### src/rtl/seq_detector_prog.sv
// Runtime-programmable serial bit-sequence detector with overlap control,
// registered match pulse and a saturating match counter.
module seq_detector_prog #(
    parameter int                 MAX_LEN     = 8,
    parameter int                 CNT_W       = 8,
    parameter logic [MAX_LEN-1:0] RST_PATTERN = 8'b0010_1111,
    parameter int                 RST_LEN     = 6,
    parameter bit                 RST_OVERLAP = 1'b1,
    localparam int                LEN_W       = $clog2(MAX_LEN + 1)
) (
    input  logic               clk,
    input  logic               rst_n,
    input  logic               cfg_we,
    input  logic [MAX_LEN-1:0] cfg_pattern,
    input  logic [LEN_W-1:0]   cfg_len,
    input  logic               cfg_overlap,
    input  logic               x,
    input  logic               x_valid,
    input  logic               cnt_clr,
    output logic               z,
    output logic [CNT_W-1:0]   match_count,
    output logic [LEN_W-1:0]   busy_len
);

    localparam logic [LEN_W-1:0] MAX_LEN_L = LEN_W'(MAX_LEN);
    localparam logic [LEN_W-1:0] RST_LEN_L = LEN_W'(RST_LEN);
    localparam logic [CNT_W-1:0] CNT_MAX   = '1;

    logic [MAX_LEN-1:0] pat;
    logic [MAX_LEN-1:0] hist;
    logic [MAX_LEN-1:0] hist_n;
    logic [MAX_LEN-1:0] mask;
    logic [LEN_W-1:0]   len;
    logic [LEN_W-1:0]   fill;
    logic [LEN_W-1:0]   fill_n;
    logic [LEN_W-1:0]   cfg_len_sat;
    logic               ovl;
    logic               match;
    logic               hit;
    logic               unused_hist_msb;

    // The oldest history bit only ever shifts out; it never takes part in a compare.
    assign unused_hist_msb = hist[MAX_LEN-1];

    // NOTE: every always_comb output gets a value on every path, so no latch is inferred.
    always_comb begin
        hist_n      = {hist[MAX_LEN-2:0], x};
        fill_n      = (fill == MAX_LEN_L) ? fill : fill + 1'b1;
        cfg_len_sat = (cfg_len > MAX_LEN_L) ? MAX_LEN_L : cfg_len;
        for (int i = 0; i < MAX_LEN; i++) begin
            mask[i] = (i < int'(len));
        end
        match = (len != '0) && (fill_n >= len) && (((hist_n ^ pat) & mask) == '0);
    end

    assign hit      = x_valid && !cfg_we && match;
    assign busy_len = len;

    // NOTE: sequential state uses non-blocking assignments so every register sees pre-edge values.
    always_ff @(posedge clk or negedge rst_n) begin
        if (!rst_n) begin
            pat         <= RST_PATTERN;
            len         <= RST_LEN_L;
            ovl         <= RST_OVERLAP;
            hist        <= '0;
            fill        <= '0;
            z           <= 1'b0;
            match_count <= '0;
        end else begin
            if (cfg_we) begin
                pat  <= cfg_pattern;
                len  <= cfg_len_sat;
                ovl  <= cfg_overlap;
                hist <= '0;
                fill <= '0;
                z    <= 1'b0;
            end else if (x_valid) begin
                z <= match;
                // Non-overlapping mode restarts from an empty history after each hit.
                if (match && !ovl) begin
                    hist <= '0;
                    fill <= '0;
                end else begin
                    hist <= hist_n;
                    fill <= fill_n;
                end
            end else begin
                z <= 1'b0;
            end

            if (cnt_clr) begin
                match_count <= '0;
            end else if (hit && match_count != CNT_MAX) begin
                match_count <= match_count + 1'b1;
            end
        end
    end

endmodule

### config.mk
export PLATFORM = sky130hd
export DESIGN_NAME = seq_detector_prog
export DESIGN_NICKNAME = d
export VERILOG_FILES = /design/src/rtl/seq_detector_prog.sv
export SDC_FILE = /design/constraint.sdc
export NUM_CORES = 1
export LEC_CHECK = 0
export CORE_MARGIN = 2
export CORE_UTILIZATION = 50
export CTS_CLUSTER_DIAMETER = 120
export DETAILED_ROUTE_END_ITERATION = 8
export MAX_ROUTING_LAYER = met4
export PLACE_DENSITY = 0.77
export SYNTH_ARGS = -nofsm -noshare
export SYNTH_HDL_FRONTEND = slang
export SYNTH_SLANG_ARGS = --single-unit
### constraint.sdc
create_clock -name clk -period 5.7 [get_ports clk]
set_input_delay 1.14 -clock clk [delete_from_list [all_inputs] [get_ports clk]]
set_output_delay 1.14 -clock clk [all_outputs]
set_load 0.05 [all_outputs]
==> run_results.csv, run 1 <==
group,metric,value,unit
clock_tree,cts-hold-fix-buffers,0,
clock_tree,clock_latency,0.34,ns
final_layout,synthToLayoutAreaGrowth,25.1,%
synth,netlist_instances,152,
grt,grt_pass1_vias,1342,
detailed_routing,drt-wirelength-per-cell,16.1,um
setup_path,cp_max_fo,19,
clock_tree,clock-sinks,33,
setup_path,r2r-start,"fill[0]",
clock_tree,cts_tree,"built",
final_layout,num_antenna_cells,0,
power,combPwrFrac,0.165,
timing,fin_hold_ws,0.531,ns
power,p_sw_frac,0.259,
synth,synthDistinctLibCells,38,
final_layout,fin_util,0.644,
setup_path,endpoint_kind,"flip-flop",
synth,synth_area,1700,um^2
power,switchingPower,0.000138,W
synth,synth-main-ff-cell,"dfrtp_1",
grt,grt_max_degree,34,
synth,yosys_register_bits,33,
synth,yosysSeqAreaShare,0.490,
setup_path,cp-start-kind,"input port",
power,p_int,0.000395,W
synth,synth_top_area_cell,"dfrtp_1",
power,power_frac_clock,0.344,
clock_tree,cts_setup_buffers,0,
grt,grt_pass1_wl,6.47,mm
placed_design,portBuffers,31,
clock_tree,htreeDepth,2,
synth,yosysWarnings,0,
synth,synth_top_area_frac,0.367,
hold_path,hold_class,"reg -> reg",
detailed_routing,ant_nets,0,
synth,synth_common_cells,"dfrtp_1 (25), a22o_1 (11), o21ai_0 (11)",
synth,synth.area.top_cells,"dfrtp_1 (37%), dfstp_2 (12%), mux2_2 (5.9%)",
grt,overflow,0,
grt,antenna_found_initial,0,
clock_tree,clockBufferDepth,2,
synth,synth_area_per_cell,11.2,um^2
setup_path,startpoint,"cfg_we",
setup_path,cp.arrival,3.70,ns
timing,fin_crit_sh,0.602,
timing,finClkSkew,0.00810,ns
synth,synth-edff-count,0,
synth,synth_most_common_cell,"dfrtp_1",
die,dieArea,3890,um^2
setup_path,critPathRequiredTime,5.97,ns
timing,timing.max_slew.rel_slack,0.498,
power,power_density,250,nW/um^2
timing,fmax,0.292,GHz
synth,synth_nets,178,
power,leakage,0.867,nW
detailed_routing,drt_iter0_drc,111,
die,start_util,0.515,
power,vdd_drop_max,0.000174,V
clock_tree,numCtsBuffers,5,
final_layout,seqCellArea,836,um^2
clock_tree,clkTransAtPathRegs,0.10,ns
timing,fin_crit,3.43,ns
final_layout,fill_cells,291,
detailed_routing,via_count,1338,
final_layout,drive_gt1_frac,0.167,
die,die_h,62.4,um
detailed_routing,drc,0,
placed_design,hpwl,2.70,mm
final_layout,final_nets,211,
hold_path,worstHoldStart,"hist[6]",
detailed_routing,viasPerCell,5.77,
final_layout,multiInputGateArea,802,um^2
power,p_seq_frac,0.490,
timing,hold_viol_final,0,
die,coreArea,3310,um^2
setup_path,crit_type,"in -> reg",
timing,worst_pin_slew,0.752,ns
timing,setup_viol,0,
timing,setup-tns-final,0,ns
job,drv_cap,0,
die,ios,32,
placed_design,placed_cells,224,
placed_design,gp_congestion,0.873,
timing,grt_setup_unrepaired,"no",
final_layout,fin_cells,232,
timing,drv_slew,0,
clock_tree,cts_resized,0,
synth,async_reset_ff_frac,1.00,
run_status,status,"finished, final reports clean",
detailed_routing,drt-total-wl,3.73,mm
clock_tree,cts-root-buf,"clkbuf_4",
grt,grt_usage,0.220,
die,fp.dieW,62.4,um
detailed_routing,drt-pass1-iter-count,4,
die,num_rows,21,
[area by class of cell]
cell class / instances / share of cell area
sequential: 33 / 0.392
multi-input combinational: 105 / 0.376
timing repair buffer: 32 / 0.149
tap: 46 / 0.0270
clock buffer: 7 / 0.0258
inverter: 8 / 0.0158
clock inverter: 1 / 0.0141
[kinds of logic (layout without fill, tap and decap cells)]
family / Yosys count / after routing / synth area share
AOI/OAI and AO/OA: 38 / 38 / 0.168
muxes: 10 / 10 / 0.0653
xor gates and xnor gates: 12 / 12 / 0.0661
and+or+nand+nor: 38 / 38 / 0.120
adders and majority gates: 7 / 7 / 0.0514
buffers and inverters: 14 / 48 / 0.0389
DFF: 33 / 33 / 0.490
[power groups by stage]
| stage | Clock [W] | Combinational [W] | Sequential, W |
|---|---|---|---|
| after detailed placement | 0 | 0.0000882 | 0.000266 |
| after CTS | 0.000188 | 0.0000889 | 0.000262 |
| final | 0.000184 | 0.0000882 | 0.000261 |
| after global routing | 0.000200 | 0.0000971 | 0.000263 |
| after global placement | 0 | 0.0000843 | 0.000265 |
| after floorplan | 0 | 0.0000472 | 0.000272 |
[metrics by stage]
| step | worst slack [ns] | power (W) | area, um^2 |
|---|---|---|---|
| after floorplan | 3.08 | 0.000319 | 1700 |
| after global placement | 2.16 | 0.000349 | 2050 |
| after detailed placement | 1.98 | 0.000354 | 2050 |
| after CTS | 2.28 | 0.000538 | 2130 |
| after global routing | 2.11 | 0.000560 | 2130 |
| final | 2.27 | 0.000534 | 2130 |
[flip-flops by register name, summed over array words and instances, names as in the netlist]
register	count
hist	7
pat	8
busy_len	4
match_count	8
z	1
ovl	1
fill	4
[layer usage]
| layer | global-route usage | part of all wire | vias up |
|---|---|---|---|
| met5 | - | 0 | - |
| met4 | 0.111 | 0.020 | 0 |
| met3 | 0.0505 | 0.042 | 10 |
| met2 | 0.340 | 0.50 | 36 |
| met1 | 0.274 | 0.43 | 671 |
| li1 | - | - | 621 |
[worst max-delay path, stage by stage]
cell	delay, ns
clkdlybuf4s50_1	0.78
nand2b_1	0.37
a211oi_1	0.38
nand3_2	0.28
or4_1	0.59
a21oi_1	0.15
[cells in the final DEF, fill, tap and decap left out, types with 2 or more instances in the layout]
cell              n
clkbuf_4          5
a22o_1           11
dfstp_2           8
a211oi_1          2
nand2_1           8
nand3_1           5
ha_1              7
nor2_1            8
o31ai_1           3
clkdlybuf4s50_1  31
or3_1             2
inv_1             6
or4_1             3
nand4_1           2
dfrtp_1          25
nand2b_1          2
nand3b_1          3
o21ai_0          11
xnor2_1           7
xor2_1            4
mux2_2            9
a31oi_1           2
a21oi_1           5
[final timing paths]
kind / end / cells after the start / slack [ns]
max: match_count[5] / 6 / 2.27
min: hist[6] / 1 / 0.53
max reg2reg: hist[3] / 12 / 2.39
min reg2reg: hist[6] / 1 / 0.53
max in group asynchronous: pat[3] / 2 / 4.17
min in group asynchronous: fill[3] / 2 / 1.19
Power figures use the tool's default switching activity.
==> run 2, diff against run 1 <==
clock period = 3.5 ns   (was 5.7 ns; I/O delays follow)
==> run 2 against run 1 <==
Net effect:
- routed wire length decreased by 8.0%
- die area unchanged
- sequential power increased by 63%
- worst setup slack got worse by 1.8 ns
- total power increased by 62%
- cell count increased by 0.86%
- largest power group unchanged
- clock skew increased by 0.00054 ns
==> run_results.csv, run 2 (synthesis results as in run 1) <==
group,metric,value,unit
power,power_density,403,nW/um^2
setup_path,crit_path_frequent_cell,"ha_1",
job,drv_cap,0,
timing,setup_viol,0,
setup_path,max_stage_delay,0.60,ns
placed_design,gp_congestion,0.929,
detailed_routing,drt-total-wl,3.44,mm
timing,drv_slew,0,
detailed_routing,drc,0,
clock_tree,cts_tree,"built",
detailed_routing,drt-pass1-iter-count,4,
clock_tree,clock_latency,0.34,ns
clock_tree,clkTransAtPathRegs,0.10,ns
final_layout,fill_cells,298,
hold_path,hold_class,"reg -> reg",
grt,grt_pass1_wl,5.85,mm
grt,antenna_found_initial,0,
timing,fin_crit,3.04,ns
detailed_routing,drt-wirelength-per-cell,14.7,um
final_layout,synthToLayoutAreaGrowth,26.0,%
setup_path,cp_max_fo,7,
setup_path,reg2reg_slack,0.46,ns
setup_path,cp_slowest_cell,"a2111oi_1",
final_layout,top_regs,"match_count: 8 flops, pat: 8 flops, hist: 7 flops",
final_layout,final_cell_mix,"clkdlybuf4s50_1 (31), dfrtp_1 (25), o21ai_0 (11), a22o_1 (11), mux2_2 (9)",
final_layout,final_nets,213,
die,num_rows,21,
timing,finClkSkew,0.00863,ns
clock_tree,clockBufferDepth,2,
grt,grt_max_degree,34,
timing,worst_pin_slew,0.717,ns
timing,grt_setup_unrepaired,"no",
clock_tree,htreeDepth,2,
placed_design,hpwl,2.56,mm
setup_path,endpoint_kind,"flip-flop",
detailed_routing,drt_iter0_drc,87,
placed_design,portBuffers,31,
die,die_h,62.4,um
clock_tree,cts_resized,0,
final_layout,fin_util,0.649,
setup_path,crit_type,"reg -> reg",
die,ios,32,
timing,timing.max_slew.rel_slack,0.520,
setup_path,path_cells,"inv_1, ha_1, nand2_1, nor2_1, xnor2_1, ha_1, nand2b_1, a2111oi_1, a2111oi_4, nand4b_1, nor2b_1, buf_4, a22o_1",
clock_tree,cts-hold-fix-buffers,0,
detailed_routing,viasPerCell,5.49,
grt,overflow,0,
clock_tree,clock-sinks,33,
setup_path,critPathRequiredTime,3.78,ns
die,fp.dieW,62.4,um
final_layout,final_common_cell,"clkdlybuf4s50_1",
final_layout,drive_gt1_frac,0.176,
power,leakage,0.876,nW
final_layout,num_antenna_cells,0,
clock_tree,numCtsBuffers,5,
grt,grt_pass1_vias,1273,
power,vdd_drop_max,0.000225,V
grt,grt_usage,0.199,
setup_path,cp-start-kind,"flip-flop",
timing,fin_hold_ws,0.541,ns
timing,fmax,0.329,GHz
clock_tree,cts-root-buf,"clkbuf_4",
detailed_routing,via_count,1284,
timing,hold_viol_final,0,
run_status,status,"finished, final reports clean",
clock_tree,cts_setup_buffers,0,
timing,setup-tns-final,0,ns
die,dieArea,3890,um^2
detailed_routing,ant_nets,0,
die,coreArea,3310,um^2
setup_path,cp.arrival,3.32,ns
die,start_util,0.515,
timing,fin_crit_sh,0.869,
## run 2: cell types whose count changed in the layout (fill, tap and decap cells not counted), sizes merged
cell	change
buf	+2
## run 2: worst paths after layout
kind                          from     endpoint  cells after the start
min in group asynchronous    rst_n            z                      2
max                        fill[0]      hist[3]                     13
max in group asynchronous    rst_n  busy_len[2]                      2
min reg2reg                hist[6]      hist[6]                      1
max reg2reg                fill[0]      hist[3]                     13
min                        hist[6]      hist[6]                      1
## run 2: layout make-up
| type | instances | area (um^2) | area share |
|---|---|---|---|
| clock inverters | 1 | 30.0 | 0.0140 |
| well taps | 46 | 57.6 | 0.0268 |
| clock buffers | 7 | 55.1 | 0.0256 |
| multi-input cells | 105 | 802 | 0.374 |
| inverters | 8 | 33.8 | 0.0157 |
| flip-flops and latches | 33 | 836 | 0.389 |
| repair buffers | 34 | 333 | 0.155 |
## run 2: metal layers
metal	track usage	vias to the layer above	wire length (um)
li1	-	626	-
met1	0.257	626	1620
met2	0.302	24	1620
met3	0.0468	8	127
met4	0.0917	0	68
met5	-	-	0
## run 2: metrics by stage
| stage | std cells | setup slack (ns) | power (W) | instance area (um^2) |
|---|---|---|---|---|
| floorplan | 152 | 0.900 | 0.000520 | 1700 |
| global placement | 226 | 0.660 | 0.000571 | 2060 |
| detailed placement | 226 | 0.468 | 0.000577 | 2060 |
| CTS | 234 | 0.452 | 0.000873 | 2150 |
| global route | 234 | 0.138 | 0.000902 | 2150 |
| finish | 234 | 0.457 | 0.000865 | 2150 |
## run 2: critical path, delay by kind of cell (launching register included)
family	cells	cell delay [ns]
compound gates	3	0.87
buf+inv	2	0.33
xor+xnor	1	0.17
fa+ha+maj	2	0.42
simple gates	5	0.79
flops	1	0.42
## run 2: where the power goes
part	internal, W	switching [W]
Clock	0.000171	0.000125
Sequential	0.000406	0.0000203
Combinational	0.0000687	0.0000744
Total	0.000645	0.000220
==> run 3, diff against run 2 <==
GPL_TIMING_DRIVEN = 0   (was default)
==> run 3 against run 2 <==
Net effect:
- via count is 0.47% higher
- worst hold slack worse by 0.13 ns
- highest routed layer unchanged
- first-iteration DRC count increased by 2.3%
- routed wire length increased by 2.5%
==> run_results.csv, run 3 (synthesis results as in run 1) <==
group,metric,value,unit
clock_tree,cts_resized,0,
grt,antenna_found_initial,0,
detailed_routing,drt-wirelength-per-cell,15.0,um
final_layout,final_cell_mix,"clkdlybuf4s50_1 (28), dfrtp_1 (25), o21ai_0 (11), a22o_1 (11), mux2_2 (9)",
timing,fin_crit,2.97,ns
timing,setup_viol,0,
final_layout,final_nets,214,
final_layout,fill_cells,288,
timing,grt_setup_unrepaired,"no",
setup_path,critPathRequiredTime,3.77,ns
final_layout,finalInstanceArea,2130,um^2
power,p_int,0.000642,W
final_layout,synthToLayoutAreaGrowth,25.1,%
clock_tree,cts_setup_buffers,0,
clock_tree,clock_latency,0.33,ns
setup_path,cp_slowest_cell,"a2111oi_1",
final_layout,seqCellArea,836,um^2
setup_path,r2r-start,"fill[0]",
placed_design,hpwl,2.65,mm
placed_design,placed_cells,227,
clock_tree,clock-sinks,33,
timing,fin_crit_sh,0.847,
power,power_density,405,nW/um^2
grt,grt_max_degree,34,
detailed_routing,via_count,1290,
die,ios,32,
clock_tree,clkTransAtPathRegs,0.10,ns
final_layout,num_antenna_cells,0,
timing,fmax,0.337,GHz
setup_path,cp-start-kind,"flip-flop",
grt,overflow,0,
clock_tree,htreeDepth,2,
setup_path,max_stage_delay,0.63,ns
power,p_sw_frac,0.257,
setup_path,cp.arrival,3.23,ns
clock_tree,cts-root-buf,"clkbuf_4",
detailed_routing,drt_iter0_drc,89,
final_layout,top_regs,"match_count: 8 flops, pat: 8 flops, hist: 7 flops",
timing,finClkSkew,0.00866,ns
timing,drv_slew,0,
die,start_util,0.515,
final_layout,multiInputGateArea,802,um^2
run_status,status,"finished, final reports clean",
timing,fin_hold_ws,0.415,ns
setup_path,startpoint,"fill[0]",
power,combPwrFrac,0.162,
grt,grt_pass1_vias,1306,
clock_tree,cts_tree,"built",
final_layout,final_common_cell,"clkdlybuf4s50_1",
clock_tree,numCtsBuffers,5,
setup_path,cp_max_fo,10,
setup_path,crit_path_frequent_cell,"ha_1",
timing,worst_pin_slew,0.728,ns
power,leakage,0.872,nW
detailed_routing,drt-pass1-iter-count,4,
die,fp.dieW,62.4,um
die,coreArea,3310,um^2
clock_tree,clockBufferDepth,2,
placed_design,gp_congestion,0.879,
placed_design,portBuffers,29,
detailed_routing,drt-total-wl,3.52,mm
timing,setup-tns-final,0,ns
die,dieArea,3890,um^2
timing,timing.max_slew.rel_slack,0.515,
setup_path,endpoint_kind,"flip-flop",
timing,hold_viol_final,0,
detailed_routing,ant_nets,0,
placed_design,dpl_cell_area,2050,um^2
final_layout,fin_util,0.644,
setup_path,reg2reg_slack,0.53,ns
die,num_rows,21,
final_layout,drive_gt1_frac,0.180,
power,vdd_drop_max,0.000286,V
die,die_h,62.4,um
detailed_routing,drc,0,
power,switchingPower,0.000222,W
clock_tree,cts-hold-fix-buffers,0,
detailed_routing,viasPerCell,5.49,
power,power_frac_clock,0.344,
hold_path,hold_class,"in -> async",
final_layout,fin_cells,235,
power,p_seq_frac,0.494,
setup_path,path_cells,"inv_1, ha_1, nand2_1, nor2_1, xnor2_1, ha_1, nand2b_1, a2111oi_1, a2111oi_4, nand4b_1, nor2b_1, buf_2, a22o_1",
setup_path,crit_type,"reg -> reg",
job,drv_cap,0,
grt,grt_usage,0.203,
grt,grt_pass1_wl,6.10,mm
-- run 3: cell types whose count changed in the layout (fill, tap and decap cells not counted), sizes merged --
cell           previous run  this run
buf                       3         5
clkbuf                    7         9
clkdlybuf4s50            31        28
-- run 3: metal layers --
layer,part of all wire,track usage
met1,0.47,0.273
met2,0.48,0.310
met3,0.037,0.0414
met4,0.012,0.0722
met5,0,-
-- run 3: path summary, 6_finish.rpt --
| kind | depth (start not counted) | to |
|---|---|---|
| setup / recovery | 13 | hist[3] |
| hold / removal | 1 | busy_len[0] |
| setup reg to reg | 13 | hist[3] |
| hold reg to reg | 1 | hist[6] |
| max in group asynchronous | 1 | match_count[0] |
| min in group clk | 1 | hist[6] |
-- run 3: metrics by stage --
step | total power, W | setup slack (ns)
2_1_floorplan | 0.000520 | 0.900
3_3_place_gp | 0.000568 | 0.651
3_5_place_dp | 0.000575 | 0.548
4_1_cts | 0.000874 | 0.524
5_1_grt | 0.000912 | 0.323
6_report | 0.000864 | 0.535
-- run 3: critical path: cells and delay by family (launching register included) --
family	cells	cell delay [ns]
xor+xnor	1	0.16
buf+inv	2	0.34
simple gates	5	0.61
fa+ha+maj	2	0.42
flops	1	0.44
compound gates	3	0.93
-- run 3: power by group through the flow --
| stage | clock [W] | sequential [W] | combinational (W) |
|---|---|---|---|
| after floorplan | 0 | 0.000443 | 0.0000769 |
| after global placement | 0 | 0.000432 | 0.000136 |
| after detailed placement | 0 | 0.000433 | 0.000141 |
| after CTS | 0.000306 | 0.000426 | 0.000141 |
| after global routing | 0.000329 | 0.000429 | 0.000154 |
| final | 0.000297 | 0.000426 | 0.000140 |
-- run 3: area by class of cell --
type | count | share of cell area
buffer | 6 | 0.0153
clock buffer | 7 | 0.0258
clock inverter | 1 | 0.0141
inverter | 8 | 0.0158
multi-input combinational | 105 | 0.376
sequential | 33 | 0.392
tap | 46 | 0.0270
timing repair buffer | 29 | 0.134
